`src/rtl/msgencode_mux_if.sv`:
```
// msgencode_mux_if: stream-side and tx-side signal bundle for the message encoder mux
// Ports (via modports):
//   master - encoder view: consumes strm_data/strm_count/strm_avail/tx_pull,
//            drives strm_pull/send_id/tx_data/tx_avail
//   slave  - environment view: the opposite directions
interface msgencode_mux_if #(
   parameter int NUM_CHAN = 4
);
   logic [8*NUM_CHAN-1:0]  strm_data;
   logic [10*NUM_CHAN-1:0] strm_count;
   logic [NUM_CHAN-1:0]    strm_avail;
   logic [NUM_CHAN-1:0]    strm_pull;
   logic [3:0]             send_id;
   logic [7:0]             tx_data;
   logic                   tx_avail;
   logic                   tx_pull;
   modport master (
      input  strm_data, strm_count, strm_avail, tx_pull,
      output strm_pull, send_id, tx_data, tx_avail
   );
   modport slave (
      output strm_data, strm_count, strm_avail, tx_pull,
      input  strm_pull, send_id, tx_data, tx_avail
   );
endinterface

```
`src/rtl/msgencode_mux.sv`:
```
// msgencode_mux: round-robin multi-stream tx message framer with optional idle heartbeat
// Ports:
//   clk  - system clock
//   rst  - synchronous active-high reset
//   bus  - msgencode_mux_if.master: per-channel data/count/avail in, one-hot strm_pull out,
//          framed byte stream out (tx_data/tx_avail with tx_pull acceptance), send_id of frame
// Frame: HDR {0110,id}, SEQ {count[1:0],seq}, DATALEN count[9:2], DATA x count, CRC0, CRC1, TERM
module msgencode_mux #(
   parameter int         NUM_CHAN  = 4,
   parameter int         HB_CYCLES = 0,
   parameter logic [3:0] HB_ID     = 4'hf,
   parameter logic [7:0] SCAN_CHAR = 8'h7e
) (
   input logic           clk,
   input logic           rst,
   msgencode_mux_if.master bus
);
   typedef enum logic [2:0] {IDLE, HDR, SEQ, DATALEN, DATA, CRC0, CRC1, TERM} state_t;
   state_t      state, state_n;
   logic [5:0]  seq;
   logic [3:0]  rr_last;
   logic [3:0]  gnt;
   logic        gnt_ok;
   logic        hb_fire;
   logic [31:0] hb_cnt;
   logic [9:0]  count;
   logic [9:0]  sel_count;
   logic [7:0]  data_q;
   logic [7:0]  sel_data;
   logic [7:0]  tx_byte;
   logic [15:0] crc;
   logic        pull_en;

   // crc16 ccitt, poly 0x1021, msb first, preset 0xffff
   function automatic logic [15:0] crc_step(input logic [15:0] c, input logic [7:0] d);
      logic [15:0] r;
      logic        fb;
      r = c;
      for (int b = 7; b >= 0; b--) begin
         fb = r[15] ^ d[b];
         r  = {r[14:0], 1'b0} ^ (fb ? 16'h1021 : 16'h0000);
      end
      return r;
   endfunction

   // Two passes: the lowest requester above rr_last wins, otherwise the lowest overall (wrap).
   always_comb begin
      gnt    = '0;
      gnt_ok = 1'b0;
      for (int i = NUM_CHAN - 1; i >= 0; i--)
         if (bus.strm_avail[i]) begin
            gnt    = 4'(i);
            gnt_ok = 1'b1;
         end
      for (int i = NUM_CHAN - 1; i >= 0; i--)
         if (bus.strm_avail[i] && 4'(i) > rr_last) gnt = 4'(i);
   end

   always_comb begin
      sel_count = '0;
      sel_data  = '0;
      for (int i = 0; i < NUM_CHAN; i++) begin
         if (gnt == 4'(i)) sel_count = bus.strm_count[10*i +: 10];
         if (bus.send_id == 4'(i)) sel_data = bus.strm_data[8*i +: 8];
      end
   end

   // A stream request on the trigger cycle takes priority over the heartbeat.
   assign hb_fire = (HB_CYCLES != 0) && !gnt_ok && hb_cnt == 32'(HB_CYCLES - 1);

   always_comb begin
      state_n = state;
      tx_byte = 8'h00;
      pull_en = 1'b0;
      case (state)
         IDLE:    state_n = (gnt_ok || hb_fire) ? HDR : IDLE;
         HDR: begin
            tx_byte = {4'b0110, bus.send_id};
            state_n = bus.tx_pull ? SEQ : HDR;
         end
         SEQ: begin
            tx_byte = {count[1:0], seq};
            state_n = bus.tx_pull ? DATALEN : SEQ;
         end
         DATALEN: begin
            tx_byte = count[9:2];
            pull_en = bus.tx_pull && count != 10'd0;
            state_n = !bus.tx_pull ? DATALEN : (count == 10'd0 ? CRC0 : DATA);
         end
         DATA: begin
            tx_byte = data_q;
            pull_en = bus.tx_pull && count != 10'd1;
            state_n = (bus.tx_pull && count == 10'd1) ? CRC0 : DATA;
         end
         CRC0: begin
            tx_byte = crc[15:8];
            state_n = bus.tx_pull ? CRC1 : CRC0;
         end
         CRC1: begin
            tx_byte = crc[7:0];
            state_n = bus.tx_pull ? TERM : CRC1;
         end
         TERM: begin
            tx_byte = SCAN_CHAR;
            state_n = bus.tx_pull ? IDLE : TERM;
         end
         default: state_n = IDLE;
      endcase
   end

   // Heartbeat frames carry HB_ID >= NUM_CHAN, so no pull bit can match them.
   always_comb begin
      bus.strm_pull = '0;
      for (int i = 0; i < NUM_CHAN; i++)
         bus.strm_pull[i] = pull_en && bus.send_id == 4'(i);
   end

   assign bus.tx_data  = tx_byte;
   assign bus.tx_avail = state != IDLE;

   always_ff @(posedge clk)
      if (rst)
         state <= IDLE;
      else
         state <= state_n;

   always_ff @(posedge clk)
      if (rst) begin
         seq         <= '0;
         rr_last     <= 4'(NUM_CHAN - 1);
         hb_cnt      <= '0;
         bus.send_id <= '0;
         count       <= '0;
         data_q      <= '0;
         crc         <= 16'hffff;
      end else begin
         if (state == IDLE) begin
            crc <= 16'hffff;
            if (gnt_ok) begin
               rr_last     <= gnt;
               bus.send_id <= gnt;
               count       <= sel_count;
               seq         <= seq + 6'd1;
               hb_cnt      <= '0;
            end else if (hb_fire) begin
               bus.send_id <= HB_ID;
               count       <= '0;
               seq         <= seq + 6'd1;
               hb_cnt      <= '0;
            end else if (HB_CYCLES != 0)
               hb_cnt <= hb_cnt + 32'd1;
         end else if (bus.tx_pull) begin
            if (state inside {HDR, SEQ, DATALEN, DATA}) crc <= crc_step(crc, tx_byte);
            if (state == DATA) count <= count - 10'd1;
         end
         if (pull_en) data_q <= sel_data;
      end
endmodule

```
`src/flat_wrapper.sv`:
```
// flat-port wrapper written by rule: the top's interface ports become plain ports
module msgencode_mux_flat 
#(
   parameter int         NUM_CHAN  = 4,
   parameter int         HB_CYCLES = 0,
   parameter logic [3:0] HB_ID     = 4'hf,
   parameter logic [7:0] SCAN_CHAR = 8'h7e
)
  (clk, rst, bus_strm_data, bus_strm_count, bus_strm_avail, bus_tx_pull, bus_strm_pull, bus_send_id, bus_tx_data, bus_tx_avail);
  msgencode_mux_if #(.NUM_CHAN(NUM_CHAN)) bus_i ();
  input logic clk;
  input logic rst;
  input wire logic [$bits(bus_i.strm_data)-1:0] bus_strm_data;
  input wire logic [$bits(bus_i.strm_count)-1:0] bus_strm_count;
  input wire logic [$bits(bus_i.strm_avail)-1:0] bus_strm_avail;
  input wire logic [$bits(bus_i.tx_pull)-1:0] bus_tx_pull;
  output wire logic [$bits(bus_i.strm_pull)-1:0] bus_strm_pull;
  output wire logic [$bits(bus_i.send_id)-1:0] bus_send_id;
  output wire logic [$bits(bus_i.tx_data)-1:0] bus_tx_data;
  output wire logic [$bits(bus_i.tx_avail)-1:0] bus_tx_avail;
  assign bus_i.strm_data = bus_strm_data;
  assign bus_i.strm_count = bus_strm_count;
  assign bus_i.strm_avail = bus_strm_avail;
  assign bus_i.tx_pull = bus_tx_pull;
  assign bus_strm_pull = bus_i.strm_pull;
  assign bus_send_id = bus_i.send_id;
  assign bus_tx_data = bus_i.tx_data;
  assign bus_tx_avail = bus_i.tx_avail;
  msgencode_mux #(.NUM_CHAN(NUM_CHAN), .HB_CYCLES(HB_CYCLES), .HB_ID(HB_ID), .SCAN_CHAR(SCAN_CHAR)) u_core (.clk(clk), .rst(rst), .bus(bus_i));
endmodule
```
`config.mk`:
```
export PLATFORM = sky130hd
export DESIGN_NAME = msgencode_mux_flat
export DESIGN_NICKNAME = d
export VERILOG_FILES = /design/src/rtl/msgencode_mux_if.sv /design/src/rtl/msgencode_mux.sv /design/src/flat_wrapper.sv
export SDC_FILE = /design/constraint.sdc
export NUM_CORES = 1
export LEC_CHECK = 0
export ABC_CLOCK_PERIOD_IN_PS = 2800
export BUFFER_PORTS_ARGS = -buffer_cell sky130_fd_sc_hd__buf_2
export CAP_MARGIN = 20
export CORE_ASPECT_RATIO = 0.7
export CORE_MARGIN = 2
export CORE_UTILIZATION = 54
export CTS_CLUSTER_DIAMETER = 60
export DETAILED_ROUTE_END_ITERATION = 16
export PLACE_DENSITY = 0.82
export SLEW_MARGIN = 30
export SYNTH_ARGS = -nofsm -noshare
export SYNTH_HDL_FRONTEND = slang
export SYNTH_SLANG_ARGS = --single-unit
```
`constraint.sdc`:
```
create_clock -name clk -period 2.8 [get_ports clk]
set_input_delay 0.56 -clock clk [delete_from_list [all_inputs] [get_ports clk]]
set_output_delay 0.56 -clock clk [all_outputs]
set_load 0.02 [all_outputs]
```
## After elaboration in Yosys (flattened, before gate mapping)

Cells that the tools add are included.
W data, S select, Z words.

- Reduce and logical (&&, ||, !) cells: 24
- Equality and inequality tests: 16
- Shift operators: 0
- Bitwise gates (word level): 16
- $lt $le $gt $ge: 4
- $mul: 0
- Mux-type cells: 44
- Add/sub/neg operators: 2
- Div/mod/pow operators: 0

Operator list:

| cell | count |
|---|---|
| $xor A16 B16 Y16 | 8 |
| $mux W13 | 8 |
| $mux W10 | 8 |
| $pmux W8 S7 | 1 |
| $mux W8 | 4 |
| $mux W4 | 7 |
| $pmux W3 S8 | 1 |
| $eq A4 B2 Y1 const B | 4 |
| $eq A3 B3 Y1 const B | 4 |
| $logic_and A1 B1 Y1 | 11 |
| $eq A10 B1 Y1 const B | 1 |
| $logic_not A10 Y1 | 1 |
| $ne A10 B1 Y1 const B | 1 |
| $reduce_bool A10 Y1 | 1 |
| $sub A10 B1 Y10 const B | 1 |
| $mux W1 | 9 |
| $eq A4 B1 Y1 const B | 2 |
| $gt A1 B4 Y1 const A | 2 |
| $gt A2 B4 Y1 const A | 2 |
| $logic_not A4 Y1 | 2 |
| $xor A1 B1 Y1 | 8 |
| $add A6 B1 Y6 const B | 1 |
| $eq A3 B2 Y1 const B | 2 |
| $mux W2 | 3 |
| 11 further kinds | 14 |

- Memories kept: 0
- Bits in read-only memories: 0
- Register bits after elaboration: 51
- Latch bits: 0
- Memory bits (writable): 0
- Bits of input ports: 79

## Depth between registers and ports, before layout

- Depth in word-level cells: 26
- Mapped depth: 10

## Least setup slack after synthesis

OpenSTA, ideal clock, no wires.

- Path kind: reg2out
- From: reg u_core.state[0]
- To: out bus_strm_pull[0]
- Stages on the path, launching flop included: 9
- Slack: 0.312 ns
- Data required time: 2.240 ns
- Data arrival time: 1.928 ns
- Path buffers: 5
- Cell sequence: dfxtp_1 > buf_2 > buf_2 > buf_2 > buf_2 > o21ai_0 > o211ai_2 > buf_6 > nor3_1

- Longest elaborated chain between the ends: 3
- Elaborated cells between the ends (all ways): 4
- Classes of those cells: 2 x eq/ne; 1 x mux; 1 x reduce/logical

RTL lines:

| element | line | text |
|---|---|---|
| from (decl) | msgencode_mux.sv:19 | `state_t state, state_n;` |
| from (signal assigned) | msgencode_mux.sv:125 | `state <= state_n;` |
| $eq A3 B3 Y1 / $eq A3 B2 Y1 (equally long branches) | msgencode_mux.sv:75 | `case (state)` |
| $pmux W1 S2 * | msgencode_mux.sv:75 |  |
| $logic_and A1 B1 Y1 * | msgencode_mux.sv:115 | `bus.strm_pull[i] = pull_en && bus.send_id == 4'(i);` |
| to (decl) | flat_wrapper.sv:17 | `output wire logic [$bits(bus_i.strm_pull)-1:0] bus_strm_pull;` |

Every way passes the cells marked *; elsewhere a longest branch is shown, timed or not.

## Worst setup path after layout

- From: reg u_core.count[7]
- To: out bus_strm_pull[3]

- Longest elaborated chain between the ends: 4
- Elaborated cells between the ends (all ways): 6
- Classes of those cells: 1 x eq/ne; 1 x mux; 4 x reduce/logical

RTL lines:

| element | line | text |
|---|---|---|
| from (decl) | msgencode_mux.sv:26 | `logic [9:0] count;` |
| from (signal assigned) | msgencode_mux.sv:142 | `count <= sel_count;` |
| from (signal assigned) | msgencode_mux.sv:154 | `if (state == DATA) count <= count - 10'd1;` |
| $ne A10 B1 Y1 / $reduce_bool A10 Y1 (equally long branches) | msgencode_mux.sv:92, msgencode_mux.sv:87 |  |
| $logic_and A1 B1 Y1, on equally long branches | msgencode_mux.sv:92, msgencode_mux.sv:87 |  |
| $pmux W1 S2 * | msgencode_mux.sv:75 |  |
| $logic_and A1 B1 Y1 * | msgencode_mux.sv:115 |  |

Marks and branches as above.

==> run summary <==
Share of Yosys cell area claimed by the top area cell type = 26.04%
Overall Global Routing Usage = 28.09%
Met1 WL = 4415 µm
TritonRoute pass-1 iters = 4
Worst Setup Start Kind = register
Top sig layer = met4
Yosys warning total = 0
RSZ-0062 raised after global routing = false
Final Non-Filler Cells = 603
Met2 WL = 4313 µm
Num rows = 24
FF+latch count, synth = 47
Setup Fix Bufs, Post-CTS = 0
Critical Path End Type = output pin
IO Count = 96
Leak Pwr = 1.902 nW
Largest net degree at the start of global routing = 33
Hold Vio Cnt, Final = 0
Antenna Violating Nets Remaining = 0
Critical path class = reg -> out
CP Max Fanout = 5
Final slew viol count = 0
Pwr Total = 2.563 mW
Data required time of the critical path = 2240 ps
Max_cap viols = 0
Reg2reg start = u_core.state[2]
Top cells by count, synth = dfxtp_1 (47), nor2_1 (46), mux2i_1 (41)
Met3 WL post-DR = 970 µm
Cell area after synthesis = 0.003613 mm²
Initial core utilization = 57.03%
Reg2reg setup slack = 520 ps
Reg2Reg Depth = 8
WHS Endpoint = u_core.seq[1]
Dpl hpwl = 7486 µm
# DRC = 0
CTS tree = done
Die X-Extent = 101.8 µm
Final Cycle Share = 95.73%
Synth Instances = 424
Placed insts = 595
Vias = 3525
Die Height = 72.44 µm
Number of global-route vias before repair = 3394
Clock Tree Root = clkbuf_8
Slowest cell on crit path = or4_4
Worst vdd ir = 258.9 µV
Clk buf depth = 2
Initial antenna violation count = 0
Post-synth EDFFs = 0
Ratio of cells with drive above 1 in the final layout = 32.03%
Most common cell in the netlist = dfxtp_1
Main flop type after synthesis = dfxtp_1
Reg-to-Reg End = u_core.crc[13]
CTS Hold Bufs = 0
Grt total ovfl = 0
Die ar. = 0.007372 mm²
Crit-path cells = nor4_4 -> nand2b_2 -> or4_4 -> o211ai_4 -> nor3_1 -> buf_2
Tightest Pin Transition = 711.8 ps
Slowest stage delay, CP = 470 ps
Clk_skew = 6.036 ps
Fin Setup TNS = 0 ps
Area growth from synthesis to layout = 18.39%
Final net count = 594
H-Tree Depth = 2
Total CTS buffers = 5
Core ar. = 0.006336 mm²
Sequential fraction of the synthesis area = 26.04%
Max Clk Rate = 373.1 MHz
Setup violators final = 0
Drt initial violations = 266
WL final = 9788 µm
Avg Inst Size Synth = 8.522 µm²
Post-synth ARST share = 0%
# port buffers = 93
Post-cts sizing count = 0
CP Buf/Inv Count = 1
Status = completed
DR vias/cell = 5.846
First-pass GRT wire length = 16370 µm
Worst Hold Class = reg -> reg
Slew HR = 52.43%
Global placer's final weighted congestion = 0.9438
Synth area leaders = dfxtp_1 (26%), mux2i_1 (11%), mux4_2 (5.0%)
Largest delay contributor family on the critical path = simple AND/OR/NAND/NOR gates
CTS clk-pin slew, worst paths = 100 ps
WP data arrival = 2120 ps
Clk_lat worst skew = 300 ps
Critical path launch point = u_core.count[7]
Hold depth = 2
Power Density = 599.1 mW/mm²
Routed WL per cell = 16.23 µm
N_diodes = 0
Hold_sp = u_core.seq[1]
CTS sink cnt = 47
Top cell type by total area after synthesis = dfxtp_1
Min Tclk post-route = 2681 ps
Synth unique cells = 70
## worst min-delay path: cells and delay by family (launching register included)
family | cells | cell delay, ps
flops | 1 | 350
simple gates | 1 | 70
compound gates | 1 | 60
## kinds of logic after synthesis
group	count (synthesis)	share of synthesized area, %
adders and majority gates	4	1.385
and+or+nand+nor	140	19.50
muxes	57	18.94
DFF	47	26.04
xor gates and xnor gates	22	6.371
buffers and inverters	44	6.475
AOI/OAI and AO/OA	109	21.19
other	1	0.1038
## per-layer routing
metal / vias up / global-route usage, %
met4: 0 / 6.607
met1: 1657 / 39.41
met3: 8 / 7.803
li1: 1716 / -
met5: - / 0
met2: 144 / 43.13
## layout make-up
| type | count | area [µm²] |
|---|---|---|
| Inverter | 12 | 45.04 |
| Tap cell | 91 | 113.9 |
| Sequential cell | 47 | 943.4 |
| Timing Repair Buffer | 111 | 600.6 |
| Fill cell | 532 | 2058 |
| Clock inverter | 3 | 46.29 |
| Clock buffer | 5 | 68.82 |
| Multi-Input combinational cell | 334 | 2460 |
## state kept, by name (all words and copies together), names as in the netlist
| register | flops |
|---|---|
| u_core.state | 3 |
| u_core.count | 10 |
| u_core.crc | 16 |
| u_core.rr_last | 2 |
| u_core.seq | 6 |
| u_core.data_q | 8 |
| u_core.bus.send_id | 2 |
## metrics by stage
| stage | setup WS (ps) | util, % | hold slack, ps | area [µm²] |
|---|---|---|---|---|
| 2_1_floorplan | 311.8 | - | 459.3 | 3617 |
| 3_3_place_gp | 450.1 | 65.38 | 484.7 | 4143 |
| 3_5_place_dp | 328.0 | 65.38 | 500.0 | 4143 |
| 4_1_cts | 69.40 | 67.20 | 514.6 | 4258 |
| 5_1_grt | 24.44 | 67.52 | 555.5 | 4278 |
| 6_report | 119.4 | 67.52 | 516.5 | 4278 |
## worst max path at each step
stage | endpoint | slack [ps] | cells past startpoint
finish | bus_strm_pull[3] | 120 | 6
CTS | bus_strm_pull[3] | 70 | 6
floorplan | bus_strm_pull[0] | 310 | 8
global placement | u_core.crc[8] | 450 | 7
detailed placement | u_core.count[6] | 330 | 8
global route | bus_strm_pull[3] | 20 | 6
## cell usage in the layout (no fill, tap or decap), drive strengths merged, types with 5 or more instances in the layout
| master | n |
|---|---|
| nand2b | 9 |
| a22oi | 5 |
| mux2i | 41 |
| xor2 | 10 |
| dfxtp | 47 |
| nor3 | 13 |
| o211ai | 18 |
| buf | 111 |
| nor2 | 46 |
| nand2 | 32 |
| a21oi | 26 |
| xnor2 | 12 |
| nand3 | 12 |
| clkbuf | 5 |
| mux4 | 8 |
| inv | 13 |
| mux2 | 8 |
| o21ai | 27 |
## power by group
part           total, mW  switching, mW  internal, mW
clock              0.526          0.256         0.269
combinational       1.15          0.632         0.516
sequential         0.890          0.133         0.756
No activity file was read; power rests on OpenSTA's default activity.
